## config.mk

```make
export PLATFORM = sky130hd
export DESIGN_NAME = pattern_det_scheduler
export DESIGN_NICKNAME = d
export VERILOG_FILES = /design/src/rtl/pattern_det_scheduler_pkg.sv /design/src/rtl/pattern_det_moore.sv /design/src/rtl/pattern_det_scheduler.sv
export SDC_FILE = /design/constraint.sdc
export NUM_CORES = 1
export LEC_CHECK = 0
export ABC_CLOCK_PERIOD_IN_PS = 3500
export CAP_MARGIN = 20
export CORE_UTILIZATION = 45
export CTS_BUF_LIST = sky130_fd_sc_hd__clkbuf_4
export DETAILED_ROUTE_END_ITERATION = 8
export GPL_TIMING_DRIVEN = 0
export MAX_ROUTING_LAYER = met4
export PLACE_DENSITY_LB_ADDON = 0.1
export SYNTH_ARGS = -nofsm -noshare
export SYNTH_HDL_FRONTEND = slang
export SYNTH_HIERARCHICAL = 1
export SYNTH_SLANG_ARGS = --single-unit
```

## constraint.sdc

```tcl
create_clock -name clk -period 3.5 [get_ports clk]
set_input_delay 0.875 -clock clk [delete_from_list [all_inputs] [get_ports clk]]
set_output_delay 0.875 -clock clk [all_outputs]
set_load 0.05 [all_outputs]
```

## src/rtl/pattern_det_scheduler_pkg.sv

```systemverilog
// Shared types for the pattern-detector scheduler: control FSM states, detector
// states, the serial pattern and the detector transition function.
package pattern_det_scheduler_pkg;

   localparam int unsigned PAT_W = 5;
   localparam logic [PAT_W-1:0] PATTERN = 5'b10010;

   typedef enum logic [2:0] {
      ST_IDLE  = 3'd0,
      ST_LOAD  = 3'd1,
      ST_SHIFT = 3'd2,
      ST_FLUSH = 3'd3,
      ST_DONE  = 3'd4
   } sched_state_e;

   typedef enum logic [2:0] {
      DET_A = 3'd0,
      DET_B = 3'd1,
      DET_C = 3'd2,
      DET_D = 3'd3,
      DET_E = 3'd4,
      DET_F = 3'd5
   } det_state_e;

   // A..E advance on the expected pattern bit; otherwise fall back to the longest
   // prefix that is still a suffix of the bits seen. F (match) overlaps into B/D.
   function automatic det_state_e det_next(input det_state_e s, input logic j);
      det_state_e nxt;
      if (3'(s) > 3'(DET_F)) begin
         nxt = DET_A;
      end else if (s == DET_F) begin
         nxt = j ? DET_B : DET_D;
      end else if (j == PATTERN[3'(PAT_W - 1) - 3'(s)]) begin
         nxt = det_state_e'(3'(s) + 3'd1);
      end else begin
         nxt = j ? DET_B : DET_A;
      end
      return nxt;
   endfunction

endpackage

```

## src/rtl/pattern_det_moore.sv

```systemverilog
// Six-state Moore detector for 1-0-0-1-0 with overlap; w is high while in state F.
module pattern_det_moore
   import pattern_det_scheduler_pkg::*;
(
   input  logic clk,
   input  logic rst,
   input  logic clr,
   input  logic j,
   output logic w
);

   det_state_e state_q, state_d;
   logic       w_q;

   always_comb begin
      state_d = det_next(state_q, j);
      if (clr) begin
         state_d = DET_A;
      end
   end

   // Flag is registered from the next state so it equals (state_q == F).
   always_ff @(posedge clk or posedge rst) begin
      if (rst) begin
         state_q <= DET_A;
         w_q     <= 1'b0;
      end else begin
         state_q <= state_d;
         w_q     <= (state_d == DET_F);
      end
   end

   assign w = w_q;

endmodule

```

## src/rtl/pattern_det_scheduler.sv

```systemverilog
// Round-robin scheduler sharing one serial 1-0-0-1-0 detector among N clients;
// returns the overlapping match count of each granted word with a done pulse.
module pattern_det_scheduler
   import pattern_det_scheduler_pkg::*;
#(
   parameter int unsigned N      = 4,
   parameter int unsigned WORD_W = 8,
   parameter int unsigned CNT_W  = 4
) (
   input  logic                   clk,
   input  logic                   rst,
   input  logic [N-1:0]           req,
   input  logic [N*WORD_W-1:0]    data_i,
   output logic [N-1:0]           gnt,
   output logic                   busy,
   output logic                   done,
   output logic [$clog2(N)-1:0]   done_id,
   output logic [CNT_W-1:0]       match_cnt
);

   localparam int unsigned ID_W  = $clog2(N);
   localparam int unsigned BIT_W = $clog2(WORD_W);

   sched_state_e      state_q, state_d;
   logic [ID_W-1:0]   ptr_q, ptr_d;
   logic [ID_W-1:0]   id_q, id_d;
   logic [WORD_W-1:0] sr_q, sr_d;
   logic [BIT_W-1:0]  bit_q, bit_d;
   logic [CNT_W-1:0]  cnt_q, cnt_d;
   logic [N-1:0]      gnt_q, gnt_d;
   logic              busy_q, busy_d;
   logic              done_q, done_d;
   logic [ID_W-1:0]   done_id_q, done_id_d;
   logic [CNT_W-1:0]  match_cnt_q, match_cnt_d;

   logic              arb_found;
   logic [ID_W-1:0]   arb_idx;
   logic [ID_W-1:0]   arb_cand;
   logic [WORD_W-1:0] word_sel;
   logic [CNT_W-1:0]  cnt_inc;
   logic              det_clr_c;
   logic              det_j_c;
   logic              det_w;

   // Round-robin: scan downward so the candidate closest to ptr_q wins.
   always_comb begin
      arb_found = 1'b0;
      arb_idx   = '0;
      arb_cand  = '0;
      for (int k = int'(N) - 1; k >= 0; k--) begin
         arb_cand = ID_W'((int'(ptr_q) + k) % int'(N));
         if (req[arb_cand]) begin
            arb_found = 1'b1;
            arb_idx   = arb_cand;
         end
      end
   end

   always_comb begin
      word_sel = '0;
      for (int i = 0; i < int'(N); i++) begin
         if (id_q == ID_W'(i)) begin
            word_sel = data_i[i*WORD_W +: WORD_W];
         end
      end
   end

   assign cnt_inc = (det_w && (cnt_q != '1)) ? cnt_q + CNT_W'(1) : cnt_q;

   pattern_det_moore u_det (
      .clk (clk),
      .rst (rst),
      .clr (det_clr_c),
      .j   (det_j_c),
      .w   (det_w)
   );

   always_comb begin
      state_d     = state_q;
      ptr_d       = ptr_q;
      id_d        = id_q;
      sr_d        = sr_q;
      bit_d       = bit_q;
      cnt_d       = cnt_q;
      gnt_d       = '0;
      busy_d      = 1'b0;
      done_d      = 1'b0;
      done_id_d   = done_id_q;
      match_cnt_d = match_cnt_q;
      det_clr_c   = 1'b0;
      det_j_c     = 1'b0;

      case (state_q)
         ST_IDLE, ST_DONE: begin
            if (arb_found) begin
               state_d = ST_LOAD;
               id_d    = arb_idx;
               ptr_d   = (arb_idx == ID_W'(N - 1)) ? '0 : arb_idx + ID_W'(1);
            end else begin
               state_d = ST_IDLE;
            end
         end
         ST_LOAD: begin
            det_clr_c = 1'b1;
            sr_d      = word_sel;
            bit_d     = '0;
            cnt_d     = '0;
            state_d   = ST_SHIFT;
         end
         ST_SHIFT: begin
            det_j_c = sr_q[WORD_W-1];
            sr_d    = sr_q << 1;
            cnt_d   = cnt_inc;
            if (bit_q == BIT_W'(WORD_W - 1)) begin
               state_d = ST_FLUSH;
            end else begin
               bit_d = bit_q + BIT_W'(1);
            end
         end
         ST_FLUSH: begin
            cnt_d   = cnt_inc;
            state_d = ST_DONE;
         end
         default: begin
            state_d = ST_IDLE;
         end
      endcase

      // Outputs are registered from the next state so they line up with it.
      if (state_d == ST_LOAD) begin
         gnt_d[id_d] = 1'b1;
      end
      busy_d = (state_d == ST_LOAD) || (state_d == ST_SHIFT) || (state_d == ST_FLUSH);
      if (state_d == ST_DONE) begin
         done_d      = 1'b1;
         done_id_d   = id_q;
         match_cnt_d = cnt_d;
      end
   end

   always_ff @(posedge clk or posedge rst) begin
      if (rst) begin
         state_q     <= ST_IDLE;
         ptr_q       <= '0;
         id_q        <= '0;
         sr_q        <= '0;
         bit_q       <= '0;
         cnt_q       <= '0;
         gnt_q       <= '0;
         busy_q      <= 1'b0;
         done_q      <= 1'b0;
         done_id_q   <= '0;
         match_cnt_q <= '0;
      end else begin
         state_q     <= state_d;
         ptr_q       <= ptr_d;
         id_q        <= id_d;
         sr_q        <= sr_d;
         bit_q       <= bit_d;
         cnt_q       <= cnt_d;
         gnt_q       <= gnt_d;
         busy_q      <= busy_d;
         done_q      <= done_d;
         done_id_q   <= done_id_d;
         match_cnt_q <= match_cnt_d;
      end
   end

   assign gnt       = gnt_q;
   assign busy      = busy_q;
   assign done      = done_q;
   assign done_id   = done_id_q;
   assign match_cnt = match_cnt_q;

endmodule
```

Word level (Yosys, flattened, before mapping)
Memory sizes are Yosys's and may differ from the RTL's.
Cells that the tools add are included.
{"block": "classes", "addsub": 8, "n_mul": 0, "div": 0, "magnitude_cmp": 8, "n_eq_ne": 18, "shift": 0, "mux": 44, "bitwise_logic": 0, "n_reduce_logical": 11}
{"cell": "8-bit 2-to-1 mux", "count": 4}
{"cell": "3-bit 2-to-1 mux", "count": 6}
{"cell": "2-bit 2-to-1 mux", "count": 8}
{"cell": "8-bit case mux with 2 select lines", "count": 1}
{"cell": "3-bit equality test (second input constant)", "count": 5}
{"cell": "2-bit by 3-bit less-than comparator with 1-bit output (second input constant)", "count": 5}
{"cell": "1-bit 2-to-1 mux", "count": 15}
{"cell": "3-bit by 2-bit equality test with 1-bit output (second input constant)", "count": 4}
{"cell": "3-bit case mux with 4 select lines", "count": 1}
{"cell": "1-bit binary-select mux with 2-bit select", "count": 4}
{"cell": "4-bit 2-to-1 mux", "count": 2}
{"cell": "4-bit case mux with 2 select lines", "count": 1}
{"cell": "3-bit by 1-bit adder with 3-bit output (second input constant)", "count": 2}
{"cell": "2-bit equality test (second input constant)", "count": 3}
{"cell": "3-bit by 1-bit equality test with 1-bit output (second input constant)", "count": 2}
{"cell": "3-bit case mux with 2 select lines", "count": 1}
{"cell": "2-bit by 1-bit adder with 2-bit output (second input constant)", "count": 2}
{"cell": "2-bit adder (second input constant)", "count": 2}
{"cell": "4-bit by 1-bit adder with 4-bit output (second input constant)", "count": 1}
{"cell": "3-bit by 4-bit less-than comparator with 1-bit output (second input constant)", "count": 1}
{"cell": "4-bit inequality test (second input constant)", "count": 1}
{"cell": "2-bit AND reduction", "count": 2}
{"cell": "2-bit OR reduction", "count": 2}
{"cell": "3-bit > comparator (second input constant)", "count": 1}
{"cell": "other kinds (11)", "count": 13}
{"block": "word_totals", "register_bits": 38, "latch_bits": 0, "ramBits": 0, "rom_bits": 8, "inputBits": 38, "output_inout_bits": 12, "mem_count": 1}
{"name": "(name not given)", "words": 8, "width": 1, "rd": 1, "rd_clocked_by_memory_dff": 0, "write_ports": 0, "line": "pattern_det_scheduler_pkg.sv:33", "source": "end else if (j == PATTERN[3'(PAT_W - 1) - 3'(s)]) begin"}

Longest topological paths before layout
Gate-level depths: netlist of run 1.
{"block": "depth", "depth_word": 14, "depth_mapped": 9, "mapped_depth_nobuf": 7}

Modules after synthesis
The synthesis of run 1 kept the hierarchy.
{"mod": "pattern_det_scheduler", "instances": 1, "cells_per_inst": 147, "area_per_inst_um2": 1699.1, "seq_area_each_um2": 850.8}
{"mod": "pattern_det_moore", "instances": 1, "cells_per_inst": 34, "area_per_inst_um2": 324.1, "seq_area_each_um2": 100.1}

Least setup slack after synthesis of run 1
OpenSTA, ideal clock, no wires.
{"block": "synth_timing", "kind": "reg-to-reg", "start": "reg state_q[1] (netlist name)", "end": "reg u_det.w_q, in the netlist u_det/w", "setup_time_ns": 0.141, "arrival_time_ns": 1.855, "required_ns": 3.359, "setup_slack_ns": 1.504, "path_stages_with_launch": 10, "period_less_slack_ns": 1.996, "cell_sequence": "dfrtp_1 buf_4 and2b_1 nor2b_1 buf_2 and2_1 and4bb_1 a21oi_2 a311oi_2 nor4b_2"}
{"element": "to (signal assigned)", "line": "pattern_det_moore.sv:29", "source": "w_q <= (state_d == DET_F);"}
{"element": "to (decl)", "line": "pattern_det_moore.sv:13", "source": "logic w_q;"}

Worst setup path in the final report of run 1
{"block": "layout_timing", "start": "reg done_id_q[1], in the netlist done_id[1]", "end": "out done_id[1]"}
{"element": "from (decl)", "line": "pattern_det_scheduler.sv:33", "source": "logic [ID_W-1:0] done_id_q, done_id_d;"}
{"element": "from (signal assigned)", "line": "pattern_det_scheduler.sv:164", "source": "done_id_q <= done_id_d;"}
{"element": "to (decl)", "line": "pattern_det_scheduler.sv:17", "source": "output logic [$clog2(N)-1:0] done_id,"}
No word-level cell between the ends.

==> results.toml, run 1 <==
[run_status]
status = "completed"

[synth]
yosysSeqAreaShare_pct = 47.00
yosysMostFrequentCell = "dfrtp_1"
yosysTopAreaCell = "dfrtp_1"
synth_cell_types = 43
synthFlopType = "dfrtp_1"
synthAdderAreaFrac_pct = 3.711
synth_top_area_share_pct = 47.00
synth.area.mux_share_pct = 13.30
synth_top_family_by_area = "simple AND/OR/NAND/NOR gates"
syn_avg_cell_area_um2 = 11.18
synth_warnings = 6
synthesis.area_um2 = 2023
synth_nets = 225
synth_area_leaders = "dfrtp_1, mux4_2, nand2_1"
synthesis.instances = 181
ys_seq_elements = 38
synth_xor_area_share_pct = 1.299
synthSimpleGateAreaFrac_pct = 15.46
synthTopCellsByCount = "dfrtp_1, nand2_1, inv_1"
synthArstFlopShare_pct = 100.0
synth-compound-area-share_pct = 14.84
synth_edf_count = 0

[sta]
finalCritPeriodShare_pct = 68.21
layout_setup_ws_ps = 1113
hold_viol = 0
timing.slew.headroom_pct = 65.12
grt_setup_unrepaired = "false"
tns_ps = 0
finalCriticalPeriod_ps = 2387
slew_viol_final = 0
setup_viol = 0
worst_pin_slew_ps = 521.6
fmax_ghz = 0.4189
fin_skew_ps = 9.536

[global_route]
grt_pass1_wl_um = 7245
grt_use_met1_pct = 21.82
grt-ovfl-total = 0
track_usage_pct = 19.40
antenna_found_initial = 0
grt_max_degree = 26
grt_pass1_vias = 1695
grt.busiest_layer = "met2"
grt_use_met3_pct = 5.848
met2_usage_pct = 33.23

[min_path]
hp-start = "sr_q[7]$_DFFE_PP0P_"
holdCritPathClass = "flop to flop"

[pwr]
pwr-share-seq_pct = 35.1
ir_worst_vdd_v = 0.0004412
p_sw_uw = 758.6
clkPwrFrac_pct = 11.8
comb_power_share_pct = 53.1
p_int_uw = 1088
switching_share_pct = 41.09
leakagePower_uw = 0.001186
power_density_nw_per_um2 = 694.1

[clock_network]
cts_tree = "yes"
clk_latency_ps = 340
cts_resized = 0
clock_sink_count = 38
clk_pin_slew_ps = 100
root_buffer = "clkbuf_4"
holdBufCountCts = 0
htree_levels = 2
cts_setup_buffers = 0
cts_buffer_depth = 2
cts_inserted_buffers = 5

[setup_path]
cp-end-kind = "output pin"
cp_data_required_time_ps = 2620
criticalPathCategory = "flop to output pin"
critical_path.top_delay_family = "buffers and inverters"
startpoint_type = "flop"
crit_start = "done_id[1]$_DFFE_PP0P_"
critPathSlowestCell = "clkdlybuf4s50_1"
cp_num_buf_inv = 1
r2r_start = "state_q[1]$_DFF_PP0_"
crit_fanout = 2
cp_cell_sequence = "clkdlybuf4s50_1"
cp_data_arrival_time_ps = 1510
cp_slowest_stage_delay_ps = 810

[die]
dieArea_um2 = 4768
row_count = 24
initial_core_util_pct = 46.79
coreArea_um2 = 4324
pin_count = 50
chipHeight_um = 69.05
die_w_um = 69.05

[cells_and_area]
final_nets = 282
diodes = 0
layout-drive-gt1-share_pct = 16.74
areaGrowthSynthToFinish_pct = 31.48

[routing]
vias_per_cell = 5.529
dr.pass1.iters = 7
avgRoutedWirePerCell_um = 14.11
drcViolationCount = 0
vias = 1609
ant_nets = 0
drt_iter0_drc = 110
drt_wl_total_um = 4106

[place]
gp_congestion = 0.7823
post-dp-hpwl_um = 3192
dp_slack_ps = 1000
port_buffers = 49

[run]
maxCapViolCount = 0
-- layout by cell type, fill, tap and decap left out, types with 2 or more instances in the layout --
cell	count
a21oi_1	3
a22o_1	7
a22oi_1	6
a311oi_2	2
buf_2	2
clkbuf_1	3
clkbuf_4	6
clkdlybuf4s50_1	49
dfrtp_1	38
ha_1	6
inv_1	11
inv_2	2
mux2_2	7
mux4_2	8
nand2_1	26
nand2b_1	2
nand3_1	8
nor2_1	8
nor2b_1	5
nor3_1	3
o211ai_2	2
o21ai_0	5
o21ai_1	3
xnor2_1	3
-- path summary, 6_finish.rpt --
check                                             end  slack (ps)  cells after the start
min in group asynchronous  u_det/state_q[2]$_DFF_PP0_         740                      2
hold / removal                    sr_q[7]$_DFFE_PP0P_         510                      2
setup / recovery                           done_id[1]        1110                      1
hold reg to reg                   sr_q[7]$_DFFE_PP0P_         510                      2
max in group asynchronous         sr_q[2]$_DFFE_PP0P_        2150                      3
setup reg to reg                    u_det/w$_DFF_PP0_        1270                      9
-- flip-flops by register name, indices dropped and copies added, names as in the netlist --
name / cells
bit_q: 3
busy: 1
cnt_q: 4
done: 1
done_id: 2
gnt: 4
id_q: 2
match_cnt: 4
ptr_q: 2
sr_q: 8
state_q: 3
u_det/state_q: 3
u_det/w: 1
-- layer usage --
layer | vias to the layer above | part of all wire (%) | wire length, µm
li1 | 766 | - | -
met1 | 792 | 43 | 1750
met2 | 45 | 52 | 2129
met3 | 6 | 4.8 | 196
met4 | 0 | 0.71 | 29
met5 | - | 0 | 0
-- cell type report --
class                   instances  area (µm²)
clock inverters                 2       8.758
plain buffers                   7       40.04
inverters                      13       48.80
fillers                       359        1664
clock buffers                   6       45.04
well taps                      52       65.06
flip-flops and latches         38       950.9
repair buffers                 50       518.0
multi-input cells             123       983.4
-- power by group through the flow --
| stage | Combinational (µW) | Clock, µW | Sequential, µW |
|---|---|---|---|
| after global routing | 1080 | 249 | 664 |
| after CTS | 989 | 230 | 647 |
| after global placement | 953 | 0 | 650 |
| final | 981 | 217 | 649 |
| after detailed placement | 986 | 0 | 653 |
| after floorplan | 624 | 0 | 757 |
-- metrics by stage --
stage	total power [µW]	area (µm²)	std cells	hold WS, ps	util [%]
after global placement	1603	2579	282	482.2	59.64
after CTS	1866	2660	291	509.8	61.52
final	1846	2660	291	512.5	61.52
after global routing	1992	2660	291	526.0	61.52
after floorplan	1382	2023	181	460.7	-
after detailed placement	1639	2606	283	480.2	60.27
-- kinds of logic after synthesis --
logic type / after synthesis
AND/OR/NAND/NOR: 61
flip-flops: 38
AO/OA/AOI/OAI: 37
buffers and inverters: 20
multiplexers: 16
adder cells (fa/ha/maj): 6
XOR/XNOR: 3
Power figures use the tool's default switching activity.
==> inputs of run 2 (changes only) <==
--- a/config.mk
+++ b/config.mk
@@ -5,7 +5,7 @@
 export SDC_FILE = /design/constraint.sdc
 export NUM_CORES = 1
 export LEC_CHECK = 0
-export ABC_CLOCK_PERIOD_IN_PS = 3500
+export ABC_CLOCK_PERIOD_IN_PS = 2400
 export CAP_MARGIN = 20
 export CORE_UTILIZATION = 45
 export CTS_BUF_LIST = sky130_fd_sc_hd__clkbuf_4
==> constraint.sdc (replaced) <==
create_clock -name clk -period 2.4 [get_ports clk]
set_input_delay 0.6 -clock clk [delete_from_list [all_inputs] [get_ports clk]]
set_output_delay 0.6 -clock clk [all_outputs]
set_load 0.05 [all_outputs]
==> results.toml, run 2 (synthesis gave the netlist of run 1 again) <==
[setup_path]
cp_data_required_time_ps = 2610
critical_path.top_delay_family = "simple AND/OR/NAND/NOR gates"
r2r_start = "state_q[1]$_DFF_PP0_"
criticalPathCategory = "flop to flop"
cp_num_buf_inv = 2
startpoint_type = "flop"
cp_slowest_stage_delay_ps = 370
critPathSlowestCell = "dfrtp_1"
cp-end-kind = "flop"
cp_data_arrival_time_ps = 2430
timing.rr.end = "u_det/w$_DFF_PP0_"
r2r_cells = 9
r2r_setup_slack_ps = 180
cp_cell_sequence = "buf_4 > and2b_1 > nor2b_1 > buf_2 > and2_2 > and4bb_1 > a21oi_2 > a311oi_2 > nor4b_2"
crit_fanout = 10

[pwr]
power_density_nw_per_um2 = 1012
leakagePower_uw = 0.001187
finalPower_uw = 2692
ir_worst_vdd_v = 0.0006435

[clock_network]
cts_inserted_buffers = 5
cts_tree = "yes"
clk_pin_slew_ps = 100
clk_latency_ps = 340
cts_buffer_depth = 2
htree_levels = 2
root_buffer = "clkbuf_4"
clock_sink_count = 38

[sta]
finalCritPeriodShare_pct = 92.44
worst_pin_slew_ps = 520.8
grt_setup_unrepaired = "false"
slew_viol_final = 0
setup_viol = 0
finalCriticalPeriod_ps = 2219
tns_ps = 0
fmax_ghz = 0.4507
hold_viol = 0
timing.slew.headroom_pct = 65.17
fin_skew_ps = 9.583

[place]
post-dp-hpwl_um = 3192
gp_congestion = 0.7823
port_buffers = 49

[routing]
ant_nets = 0
vias_per_cell = 5.515
drt_wl_total_um = 4095
avgRoutedWirePerCell_um = 14.07
drcViolationCount = 0
vias = 1605
drt_iter0_drc = 112
dr.pass1.iters = 4

[global_route]
antenna_found_initial = 0
grt_pass1_vias = 1695
track_usage_pct = 19.40
grt_max_degree = 26
grt-ovfl-total = 0
grt_pass1_wl_um = 7245

[cells_and_area]
areaGrowthSynthToFinish_pct = 31.54
diodes = 0
regMostFlops = "sr_q"
largest_reg_flops = 8
post-route-util_pct = 61.55
layout-drive-gt1-share_pct = 17.15
final_nets = 282
final_common_cell = "clkdlybuf4s50_1"
layout_common_cells = "clkdlybuf4s50_1, dfrtp_1, nand2_1, inv_1"

[min_path]
holdCritPathClass = "primary input to async pin"

[die]
initial_core_util_pct = 46.79
row_count = 24
dieArea_um2 = 4768
die_w_um = 69.05
pin_count = 50
coreArea_um2 = 4324
chipHeight_um = 69.05

[run]
maxCapViolCount = 0

[run_status]
status = "completed"
## run 2: changes by cell type in the layout (fill, tap and decap cells not counted)
cell / previous run / this run
and2_1: 1 / 0
and2_2: 0 / 1
## run 2: how the worst max path moves through the flow
stage                                    start                   end  slack [ps]  cells past startpoint
after CTS                 state_q[1]$_DFF_PP0_     u_det/w$_DFF_PP0_         170                      9
final                     state_q[1]$_DFF_PP0_     u_det/w$_DFF_PP0_         180                      9
after floorplan           state_q[1]$_DFF_PP0_     u_det/w$_DFF_PP0_         400                      9
after detailed placement                req[0]  ptr_q[0]$_DFFE_PP0P_         180                      5
after global routing      state_q[1]$_DFF_PP0_     u_det/w$_DFF_PP0_          50                      9
after global placement                  req[0]  ptr_q[0]$_DFFE_PP0P_         180                      5
## run 2: through the flow
stage,setup slack [ps],cell area (µm²),hold slack [ps],cells
3_5_place_dp,175.4,2606,480.2,283
5_1_grt,50.53,2661,465.3,291
4_1_cts,166.2,2660,449.0,291
3_3_place_gp,178.6,2579,482.2,282
6_report,181.3,2661,467.2,291
2_1_floorplan,403.9,2023,366.1,181
## run 2: power breakdown
group	internal [µW]	total (µW)	switching (µW)	leakage, µW
logic	632	1430	800	0.000656
clock network	121	315	194	0.0000331
registers	834	946	111	0.000497
total	1590	2690	1100	0.00119
## run 2: cell type report
cell class              instances  area (µm²)
repair buffers                 50       518.0
flip-flops and latches         38       950.9
clock buffers                   6       45.04
fillers                       359        1663
inverters                      13       48.80
plain buffers                   7       40.04
clock inverters                 2       8.758
well taps                      52       65.06
multi-input cells             123       984.7
## run 2: per-layer routing
layer | part of all wire [%] | up-vias | track usage [%]
li1 | - | 767 | -
met1 | 43 | 787 | 21.82
met2 | 52 | 45 | 33.23
met3 | 4.8 | 6 | 5.848
met4 | 0.71 | 0 | 5.669
met5 | 0 | - | -
## run 2: repair_timing
item / in CTS / in global routing
buffers inserted: 0 / 0
setup endpoints to repair: 0 / 1
gates resized for setup: 0 / 1
hold buffers: 0 / 0
==> inputs of run 3 (changes only) <==
--- a/config.mk
+++ b/config.mk
@@ -7,6 +7,7 @@
 export LEC_CHECK = 0
 export ABC_CLOCK_PERIOD_IN_PS = 2400
 export CAP_MARGIN = 20
+export CORE_MARGIN = 5
 export CORE_UTILIZATION = 45
 export CTS_BUF_LIST = sky130_fd_sc_hd__clkbuf_4
 export DETAILED_ROUTE_END_ITERATION = 8
==> results.toml, run 3 (synthesis gave the netlist of run 1 again) <==
[cells_and_area]
regMostFlops = "sr_q"
final_nets = 282
areaGrowthSynthToFinish_pct = 32.34
largest_reg_flops = 8
fin_cells = 290
final_common_cell = "clkdlybuf4s50_1"
diodes = 0
layout-drive-gt1-share_pct = 16.39
layout_common_cells = "clkdlybuf4s50_1, dfrtp_1, nand2_1, inv_1"

[place]
dp.cells = 283
dp_slack_ps = 154.4
post-dp-hpwl_um = 3667
gp_congestion = 0.7689
port_buffers = 49

[sta]
grt_setup_unrepaired = "false"
layout_setup_ws_ps = 167.3
finalCritPeriodShare_pct = 93.03
setup_viol = 0
finalCriticalPeriod_ps = 2233
fin_skew_ps = 10.01
holdWs_ps = 458.8
fmax_ghz = 0.4479
timing.slew.headroom_pct = 65.07
hold_viol = 0
tns_ps = 0
worst_pin_slew_ps = 523.4
slew_viol_final = 0

[clock_network]
htree_levels = 2
clk_latency_ps = 340
root_buffer = "clkbuf_4"
cts_buffer_depth = 2
cts_setup_buffers = 0
cts_resized = 0
cts_inserted_buffers = 5
cts_tree = "yes"
holdBufCountCts = 0
clk_pin_slew_ps = 110
clock_sink_count = 38

[die]
initial_core_util_pct = 46.47
pin_count = 50
coreArea_um2 = 4354
chipHeight_um = 77.05
die_w_um = 77.05
dieArea_um2 = 5937
row_count = 24

[setup_path]
critPathSlowestCell = "dfrtp_1"
crit_start = "state_q[2]$_DFF_PP0_"
cp_slowest_stage_delay_ps = 450
cp_data_arrival_time_ps = 2440
cp_data_required_time_ps = 2610
cp-end-kind = "flop"
criticalPathCategory = "flop to flop"
cp_cell_sequence = "and2b_1 > nor2b_1 > buf_2 > and2_1 > nor2b_1 > o21ai_0 > a311oi_2 > nor4b_2"
crit_fanout = 10
r2r_cells = 8
r2r_start = "state_q[2]$_DFF_PP0_"
timing.rr.end = "u_det/w$_DFF_PP0_"
r2r_setup_slack_ps = 170
startpoint_type = "flop"
crit_top_cell = "nor2b_1"

[routing]
vias = 1572
avgRoutedWirePerCell_um = 15.79
drt_wl_total_um = 4579
drt_iter0_drc = 87
vias_per_cell = 5.421
dr.pass1.iters = 4
drcViolationCount = 0
ant_nets = 0

[pwr]
clkPwrFrac_pct = 14.6
p_sw_uw = 1121
pwr-share-seq_pct = 33.9
leakagePower_uw = 0.001191
comb_power_share_pct = 51.6
p_int_uw = 1676
ir_worst_vdd_v = 0.0008628
power_density_nw_per_um2 = 1045
switching_share_pct = 40.07

[min_path]
holdCritPathClass = "primary input to async pin"

[global_route]
antenna_found_initial = 0
track_usage_pct = 16.82
grt-ovfl-total = 0
grt_pass1_vias = 1709
grt_max_degree = 24
grt_pass1_wl_um = 7921

[run_status]
status = "completed"

[run]
maxCapViolCount = 0
==> run 3: cell types whose count changed in the layout (fill, tap and decap cells not counted), sizes merged <==
| cell | before | now |
|---|---|---|
| bufinv | 0 | 1 |
| clkbuf | 9 | 8 |
| clkinv | 2 | 1 |
==> run 3: critical path: cells and delay by family (launching register included) <==
kind                   cells  cell delay [ps]
DFF                        1              450
buffers and inverters      1              230
and+or+nand+nor            5             1000
AOI/OAI and AO/OA          2              410
==> run 3: through the flow <==
step	util, %	total power, µW	instance area [µm²]
floorplan	-	2015	2023
global placement	59.22	2344	2579
detailed placement	59.86	2413	2606
CTS	61.49	2833	2678
global route	61.49	2996	2678
finish	61.49	2797	2678
==> run 3: area by class of cell <==
cell class	instances	area (µm²)
Fill cell	362	1677
Multi-Input combinational cell	123	983.4
Sequential cell	38	950.9
Timing Repair Buffer	50	518.0
Tap cell	52	65.06
Inverter	13	48.80
Buffer	7	40.04
Clock buffer	5	37.54
Clock inverter	2	33.78
==> run 3: routing by layer <==
metal / share of wire [%] / GRT usage, %
met2: 53 / 29.20
met4: 0.81 / 4.639
met5: 0 / -
met3: 5.4 / 4.333
met1: 41 / 19.21
==> run 3: worst max-delay path by stage <==
stage	to	slack [ps]
after floorplan	u_det/w$_DFF_PP0_	400
after CTS	u_det/w$_DFF_PP0_	170
final	u_det/w$_DFF_PP0_	170
after global routing	u_det/w$_DFF_PP0_	30
after global placement	ptr_q[0]$_DFFE_PP0P_	170
after detailed placement	ptr_q[0]$_DFFE_PP0P_	150
==> run 3: power groups by stage <==
stage / Sequential (µW) / Clock, µW / Combinational [µW]
3_3_place_gp: 949 / 0 / 1400
4_1_cts: 947 / 421 / 1470
6_report: 947 / 408 / 1440
3_5_place_dp: 953 / 0 / 1460
5_1_grt: 970 / 438 / 1590
2_1_floorplan: 1100 / 0 / 911
